==> src/rtl/control_trace_recorder.sv <==
// control_trace_recorder: records the control-unit output word into a small
// trace buffer (fill-and-stop or circular, optional change-only capture),
// then streams the held entries out over a valid/ready read port.
// Stored entries use the ALU-system test-vector layout {1'b0, CtrlWord}.
module control_trace_recorder #(
  parameter  int DEPTH = 16,
  localparam int AW    = $clog2(DEPTH)
) (
  input  logic          Clock,
  input  logic          Reset,
  input  logic          Arm,
  input  logic          Stop,
  input  logic          Mode,
  input  logic          Dedup,
  input  logic [40:0]   CtrlWord,
  input  logic          Rd_Ready,
  output logic          Rd_Valid,
  output logic [41:0]   Rd_Data,
  output logic          Rd_Last,
  output logic [AW:0]   Count,
  output logic [1:0]    State,
  output logic          Overflow
);

  typedef enum logic [1:0] {
    IDLE    = 2'b00,
    CAPTURE = 2'b01,
    DRAIN   = 2'b10
  } state_t;

  localparam logic [AW:0] FULL   = (AW+1)'(DEPTH);
  localparam logic [AW:0] ONE    = (AW+1)'(1);

  state_t          state;
  logic [AW-1:0]   wr_ptr;
  logic [AW-1:0]   rd_ptr;
  logic [AW:0]     count;
  logic            overflow;
  logic            have_last;
  logic [40:0]     last_word;
  logic [40:0]     mem [DEPTH];

  logic            sample;
  logic            full_stop;
  logic            wr_en;
  logic            rd_xfer;

  // Sample condition and write/transfer strobes for the current edge.
  // A Mode-0 sample while already full (possible after switching from
  // circular mode) ends the capture instead of clobbering the oldest entry.
  always_comb begin
    sample    = !Dedup || !have_last || (CtrlWord != last_word);
    full_stop = !Mode && (count == FULL);
    wr_en     = (state == CAPTURE) && !Stop && sample && !full_stop;
    rd_xfer   = Rd_Valid && Rd_Ready;
  end

  // Trace storage; deliberately not reset so it maps onto plain RAM.
  always_ff @(posedge Clock) begin
    if (wr_en) mem[wr_ptr] <= CtrlWord;
  end

  // Control FSM: pointers, occupancy, overflow flag and dedup history.
  always_ff @(posedge Clock) begin
    if (!Reset) begin
      state     <= IDLE;
      wr_ptr    <= '0;
      rd_ptr    <= '0;
      count     <= '0;
      overflow  <= 1'b0;
      have_last <= 1'b0;
      last_word <= '0;
    end else begin
      case (state)
        IDLE: begin
          if (Arm) begin
            wr_ptr    <= '0;
            rd_ptr    <= '0;
            count     <= '0;
            overflow  <= 1'b0;
            have_last <= 1'b0;
            state     <= CAPTURE;
          end
        end
        CAPTURE: begin
          if (Stop) begin
            state <= (count != '0) ? DRAIN : IDLE;
          end else if (sample && full_stop) begin
            state <= DRAIN;
          end else if (sample) begin
            wr_ptr    <= wr_ptr + 1'b1;
            last_word <= CtrlWord;
            have_last <= 1'b1;
            if (!Mode) begin
              count <= count + 1'b1;
              if (count == FULL - ONE) state <= DRAIN;
            end else if (count != FULL) begin
              count <= count + 1'b1;
            end else begin
              rd_ptr   <= rd_ptr + 1'b1;
              overflow <= 1'b1;
            end
          end
        end
        DRAIN: begin
          if (rd_xfer) begin
            rd_ptr <= rd_ptr + 1'b1;
            count  <= count - 1'b1;
            if (count == ONE) state <= IDLE;
          end
        end
        default: state <= IDLE;
      endcase
    end
  end

  // Read port is combinational from the registered pointer and memory.
  always_comb begin
    Rd_Valid = (state == DRAIN) && (count != '0);
    Rd_Data  = Rd_Valid ? {1'b0, mem[rd_ptr]} : '0;
    Rd_Last  = Rd_Valid && (count == ONE);
    Count    = count;
    State    = state;
    Overflow = overflow;
  end

endmodule

==> config.mk <==
export PLATFORM = sky130hd
export DESIGN_NAME = control_trace_recorder
export DESIGN_NICKNAME = d
export VERILOG_FILES = /design/src/rtl/control_trace_recorder.sv
export SDC_FILE = /design/constraint.sdc
export NUM_CORES = 1
export LEC_CHECK = 0
export CORE_MARGIN = 2
export CORE_UTILIZATION = 60
export CTS_CLUSTER_DIAMETER = 40
export DETAILED_ROUTE_END_ITERATION = 7
export GPL_ROUTABILITY_DRIVEN = 0
export HOLD_SLACK_MARGIN = 0.08
export MAX_ROUTING_LAYER = met4
export PLACE_DENSITY = 0.75
export SLEW_MARGIN = 40
export SYNTH_ARGS = -nofsm -noshare
export SYNTH_HDL_FRONTEND = slang
export SYNTH_SLANG_ARGS = --single-unit
==> constraint.sdc <==
create_clock -name Clock -period 9.8 [get_ports Clock]
set_input_delay 0.98 -clock Clock [delete_from_list [all_inputs] [get_ports Clock]]
set_output_delay 0.98 -clock Clock [all_outputs]
set_load 0.1 [all_outputs]
==> impl_metrics.yaml <==
placement:
  post_dp_cell_area_um2: 30000
  io_buffers: 98
  dp_hpwl_mm: 33.4
  preCtsSetupSlack_ns: 5.04
  placedCellCount: 2136
critical_path:
  reg2reg_from: "Count[0]$_SDFFE_PN0P_"
  ff2ff_setup_slack_ns: 5.98
  cp-endpoint: "Rd_Data[2]"
  critPathLaunchType: "flop"
  crit_required_ns: 8.82
  crit_fanout: 87
  r2r-end: "mem[6][34]$_DFFE_PP_"
  crit_path_end_kind: "output port"
  reg2reg_depth: 9
  path_class: "flop to output port"
  arrival_ns: 3.73
floorplan:
  ios: 100
  dieArea_um2: 49400
  start_util_pct: 61.1
  core_um2: 46800
  die_w_um: 222
  die_y_um: 222
  rows: 79
cells_and_area:
  fin_cells: 2278
  stdcell_area_um2: 32700
  layout_commonest_cell: "edfxtp_1"
  layout.nets: 1673
  num_antenna_cells: 0
  mostFrequentLayoutCells: "edfxtp_1, mux4_2, clkbuf_16"
  final-seq-area_um2: 21000
  drive_gt1_share_pct: 24.9
  area_growth_syn_to_layout_pct: 14.5
  fillers: 2868
  multiInputGateArea_um2: 7220
status:
  status: "complete, no violations"
timing:
  clock_skew_ns: 0.0184
  slew_headroom_pct: 40.6
  worst_pin_slew_ns: 0.882
  fin_ws_ns: 5.09
  hold_violations: 0
  rsz0062_at_grt: "no"
  hold-worst-slack_ns: 0.488
  maxSlewViolCount: 0
  fin_crit_sh_pct: 48.0
  clock.fmax_ghz: 0.213
  fin_crit_ns: 4.71
  tns_ns: 0
  setup_violations: 0
route:
  drc: 0
  wl_per_cell_um: 27.4
  drtPass1Iterations: 6
  routed_wl_mm: 62.4
  ant_nets: 0
  drt_iter0_markers: 1811
  via_per_inst: 6.60
  vias: 15000
pwr:
  ir_worst_vdd_mv: 0.112
  power_density_nw_per_um2: 213
  p_leak_uw: 0.0101
logic_synthesis:
  syn_area_um2: 28600
  synth_ff_type: "edfxtp_1"
  async_reset_ff_share_pct: 0
  ys_ff_latch: 718
  synth_edf_count: 656
  syn-instance-count: 1488
  synth_warnings: 0
  avgSynthCellArea_um2: 19.2
  ys_seq_area_share_pct: 73.3
  synth_cell_types: 59
  syn_nets: 1550
min_path:
  hp-class: "flop to flop"
cts:
  ctsResizeCount: 0
  clockBufferDepth: 3
  clkSlewWorstSetupHoldPaths_ns: 0.06
  cts_made_buffers: 80
  clkLatencyLatePin_ns: 0.62
  cts_tree: "done"
  cts_num_sinks: 718
  cts_root_buf: "clkbuf_16"
  cts_setup_buffers: 0
  cts-hold-fix-buffers: 0
  htree_levels: 3
global_route:
  grt_pass1_wl_mm: 94.0
  track_usage_pct: 26.6
  grt_max_degree: 88
  gr-total-overflow: 0
  grt_pass1_vias: 15400
  antenna_found_initial: 0
run:
  maxCapViolations: 0
-- stage by stage --
step,utilization (%),total power [µW]
after floorplan,-,3870
after global placement,64.6,4010
after detailed placement,64.2,4030
after CTS,70.0,7000
after global routing,70.0,7160
final,70.0,6960
-- layout make-up --
type,instances,area share (%)
well taps,607,2.32
clock inverters,50,1.63
multi-input cells,663,22.1
repair buffers,134,3.19
flip-flops and latches,718,64.1
clock buffers,92,6.58
inverters,14,0.161
-- report_power, final --
part           internal (µW)  total, µW  switching [µW]
clock                   1800       2990            1190
combinational            256        553             297
sequential              3380       3410            33.3
total                   5440       6960            1520
-- cell families (layout without fill, tap and decap cells) --
kind of cell	count (synthesis)	in the layout	share of synthesized area, %
AOI/OAI and AO/OA	207	207	4.84
xor gates and xnor gates	42	42	1.29
adders and majority gates	14	14	0.613
buffers and inverters	107	290	1.60
DFF	718	718	73.3
muxes	211	211	14.6
other	1	1	0.0131
and+or+nand+nor	188	188	3.77
-- cell usage after synthesis (3+ instances only) --
cell type	instances	area share, %
nand3_1	52	0.91
mux2i_1	47	1.6
nand2_1	15	0.20
a21oi_1	48	0.84
nor4_1	4	0.088
nor3_1	7	0.12
buf_2	23	0.40
clkbuf_1	60	0.79
o2111ai_1	3	0.092
and3_1	20	0.44
dfxtp_1	62	4.3
inv_1	13	0.17
edfxtp_1	656	69
nor2_1	8	0.11
nor2b_1	44	0.96
buf_4	3	0.079
nand4_1	23	0.50
buf_1	5	0.066
o221ai_1	3	0.092
o21ai_0	46	0.81
xnor2_1	42	1.3
a211oi_1	82	2.2
mux4_2	164	13
ha_1	14	0.61
-- per-layer routing --
layer	global-route usage, %	wire [µm]
met1	35.7	25100
met2	42.2	30800
met3	4.26	4620
met4	9.63	1800
met5	-	0
-- sequential cells by signal, summed over array words and instances, names as in the netlist, named ones only --
name / flops
last_word: 41
Overflow: 1
State: 2
Count: 5
wr_ptr: 4
mem: 656
rd_ptr: 4
have_last: 1
-- worst max-delay path, stage by stage, from the launching register on --
cell and delay (ns):
dfxtp_4 0.79, buf_12 0.60, mux4_2 0.57, nor2b_1 0.15, a211oi_1 0.38, a211oi_1 0.15, buf_2 0.37
-- worst min path at each step --
stage / start / slack [ns] / endpoint / cells after the start
after detailed placement: last_word[12]$_SDFFE_PN0P_ / 0.48 / last_word[12]$_SDFFE_PN0P_ / 2
final: last_word[31]$_SDFFE_PN0P_ / 0.49 / last_word[31]$_SDFFE_PN0P_ / 2
after floorplan: rd_ptr[3]$_SDFFE_PN0N_ / 0.46 / flop / 2
after global routing: last_word[19]$_SDFFE_PN0P_ / 0.51 / last_word[19]$_SDFFE_PN0P_ / 2
after CTS: last_word[12]$_SDFFE_PN0P_ / 0.49 / last_word[12]$_SDFFE_PN0P_ / 2
after global placement: rd_ptr[3]$_SDFFE_PN0N_ / 0.47 / flop / 2
Note: power is estimated with default switching activity, not from simulation.
==> RTL change: new RTL, same settings <==
Register the output `Count`, with the module's reset; this adds one clock of latency there. The other outputs are not delayed to match.
--- a/src/rtl/control_trace_recorder.sv
+++ b/src/rtl/control_trace_recorder.sv
@@ -30,6 +30,8 @@
 
   localparam logic [AW:0] FULL   = (AW+1)'(DEPTH);
   localparam logic [AW:0] ONE    = (AW+1)'(1);
+
+  logic [AW:0] Count_d;
 
   state_t          state;
   logic [AW-1:0]   wr_ptr;
@@ -119,10 +121,18 @@
     Rd_Valid = (state == DRAIN) && (count != '0);
     Rd_Data  = Rd_Valid ? {1'b0, mem[rd_ptr]} : '0;
     Rd_Last  = Rd_Valid && (count == ONE);
-    Count    = count;
+    Count_d  = count;
     State    = state;
     Overflow = overflow;
   end
 
+  always_ff @(posedge Clock) begin
+    if (!Reset) begin
+      Count <= '0;
+    end else begin
+      Count <= Count_d;
+    end
+  end
+
 endmodule
 
Check against the original RTL: not equivalent (a bounded check fails within 4 cycles, from zero or initial values and one cycle with Reset low).
==> RTL change against the original RTL <==
Sequential cell count up 5; area after synthesis up 0.32%; via count down 3.1%; final area up 1.2%; worst setup slack worse by 0.16 ns; total power up 12%; wire length down 2.2%; clock power up 10%; critical endpoint is now Rd_Data[10].
==> RTL change: results (changes against the original RTL) <==
status:
  status: "finished, final reports clean"
place:
  preCtsSetupSlack_ns: 4.55  # -0.490 ns
  dp_hpwl_mm: 33.0  # -0.96%
  placed_cell_area_um2: 30100  # +0.12%
global_route:
  grt_pass1_wl_mm: 91.7  # -2.4%
  met3_usage: 0.0397  # -0.00291
  grtUsageMet2: 0.397  # -0.0252
  track_usage: 0.259  # -0.00698
  use_met1: 0.369  # +0.0124
  grt_max_degree: 99  # +13%
setup_path:
  cpPeakStageDelay_ns: 0.83  # +0.04 ns
  critPathMaxFanout: 41  # -53%
  cpMaxStageDelayCell: "dfxtp_4"
  crit_family: "buffers and inverters"
  crit_arrival_ns: 3.88  # +0.15 ns
cells_and_area:
  num-nets-final: 1667  # -0.36%
  nFillCells: 2883  # +0.52%
  drive_above_1_share: 0.253  # +0.00417
synth:
  synth_area_leaders: "edfxtp_1 69%, mux4_2 13%, dfxtp_1 4.7%"
  syn_nets: 1534  # -1.0%
  synth_edf_count: 656  # unchanged
  netlist_top_cells_count: "656 x edfxtp_1, 164 x mux4_2, 99 x nand2_1"
  synth_cell_types: 57  # -3.4%
  yosysSeqAreaShare: 0.734  # +0.00119
  synth_warnings: 0  # unchanged
route:
  dr.first_iter.drc_count: 1632  # -9.9%
  vias: 14551  # -3.1%
  first_pass_iters: 5  # -1
  wl_per_cell_um: 26.6  # -2.9%
clock_tree:
  clock_tree.root_cell: "clkbuf_16"
  cts_setup_buffers: 0  # unchanged
  post_cts_resized: 0  # unchanged
  h-tree-depth: 3  # unchanged
  numCtsBuffers: 87  # +8.8%
  clk_path_buf_depth: 3  # unchanged
hold_path:
  hold_path_class: "reg2reg"
timing:
  max-slew-margin-rel: 0.428  # +0.0217
  final_max_slew_viol_count: 0  # unchanged
  final.setup_skew_ns: 0.0216  # +0.00321 ns
power:
  vdd_drop_max_v: 0.000155  # +38%
  p_leak_nw: 10.7  # +5.3%
-- RTL change: cell count changes after synthesis, sizes merged, moves of 7 or more --
cell / change
a21oi: -47
clkbuf: -9
mux2i: +41
nand2: +84
nand3: -47
nand4: -20
nor4: +7
o21ai: -42
xnor2: -41
xor2: +36
-- RTL change: per-layer routing --
metal	part of all wire	wire length (um)
met5	0	0
met4	0.020	1220
met3	0.081	4910
met2	0.49	29600
met1	0.41	25200
-- RTL change: power by group --
| group | internal, mW | switching [mW] | leakage, nW |
|---|---|---|---|
| registers | 3.44 | 0.0629 | 6.45 |
| logic | 0.492 | 0.514 | 2.75 |
| clock network | 1.97 | 1.33 | 1.46 |
-- RTL change: metrics by stage --
stage          power, mW  cells
3_3_place_gp        4.55   2129
4_1_cts             7.86   2293
6_report            7.81   2294
2_1_floorplan       4.33   1472
3_5_place_dp        4.57   2130
5_1_grt             8.06   2294
-- RTL change: logic make-up (layout without fill, tap and decap cells) --
kind of cell    after synthesis  in the layout  synth area share
xor+xnor                     37             37            0.0113
mux                         255            255             0.161
simple gates                224            224            0.0410
buf+inv                     102            309            0.0159
flops                       723            723             0.734
compound gates              116            116            0.0306
other cells                   1              1          0.000131
fa+ha+maj                    14             14           0.00611
-- RTL change: path summary, 6_finish.rpt --
kind                     startpoint                    to  slack (ns)  cells past startpoint
min reg2reg  rd_ptr[3]$_SDFFE_PN0N_             flip-flop        0.45                      1
max reg2reg   State[0]$_SDFFE_PN0P_  mem[6][21]$_DFFE_PP_        6.15                      6
min          rd_ptr[3]$_SDFFE_PN0N_             flip-flop        0.45                      1
max                       flip-flop           Rd_Data[10]        4.94                      6
-- RTL change: layout make-up --
cell class / instances / area, um2 / share of cell area
clock buffer: 97 / 2250 / 0.0678
clock inverter: 66 / 786 / 0.0237
inverter: 18 / 67.6 / 0.00204
multi-input combinational: 647 / 7200 / 0.218
sequential: 723 / 21100 / 0.636
tap: 615 / 769 / 0.0232
timing repair buffer: 128 / 987 / 0.0298
-- RTL change: worst reg2reg max path: cells and delay by family, from the launching register on --
| kind | cells | cell delay [ns] |
|---|---|---|
| adder cells (fa/ha/maj) | 1 | 0.59 |
| buffers and inverters | 2 | 1.03 |
| flip-flops | 1 | 0.43 |
| AND/OR/NAND/NOR | 3 | 1.27 |
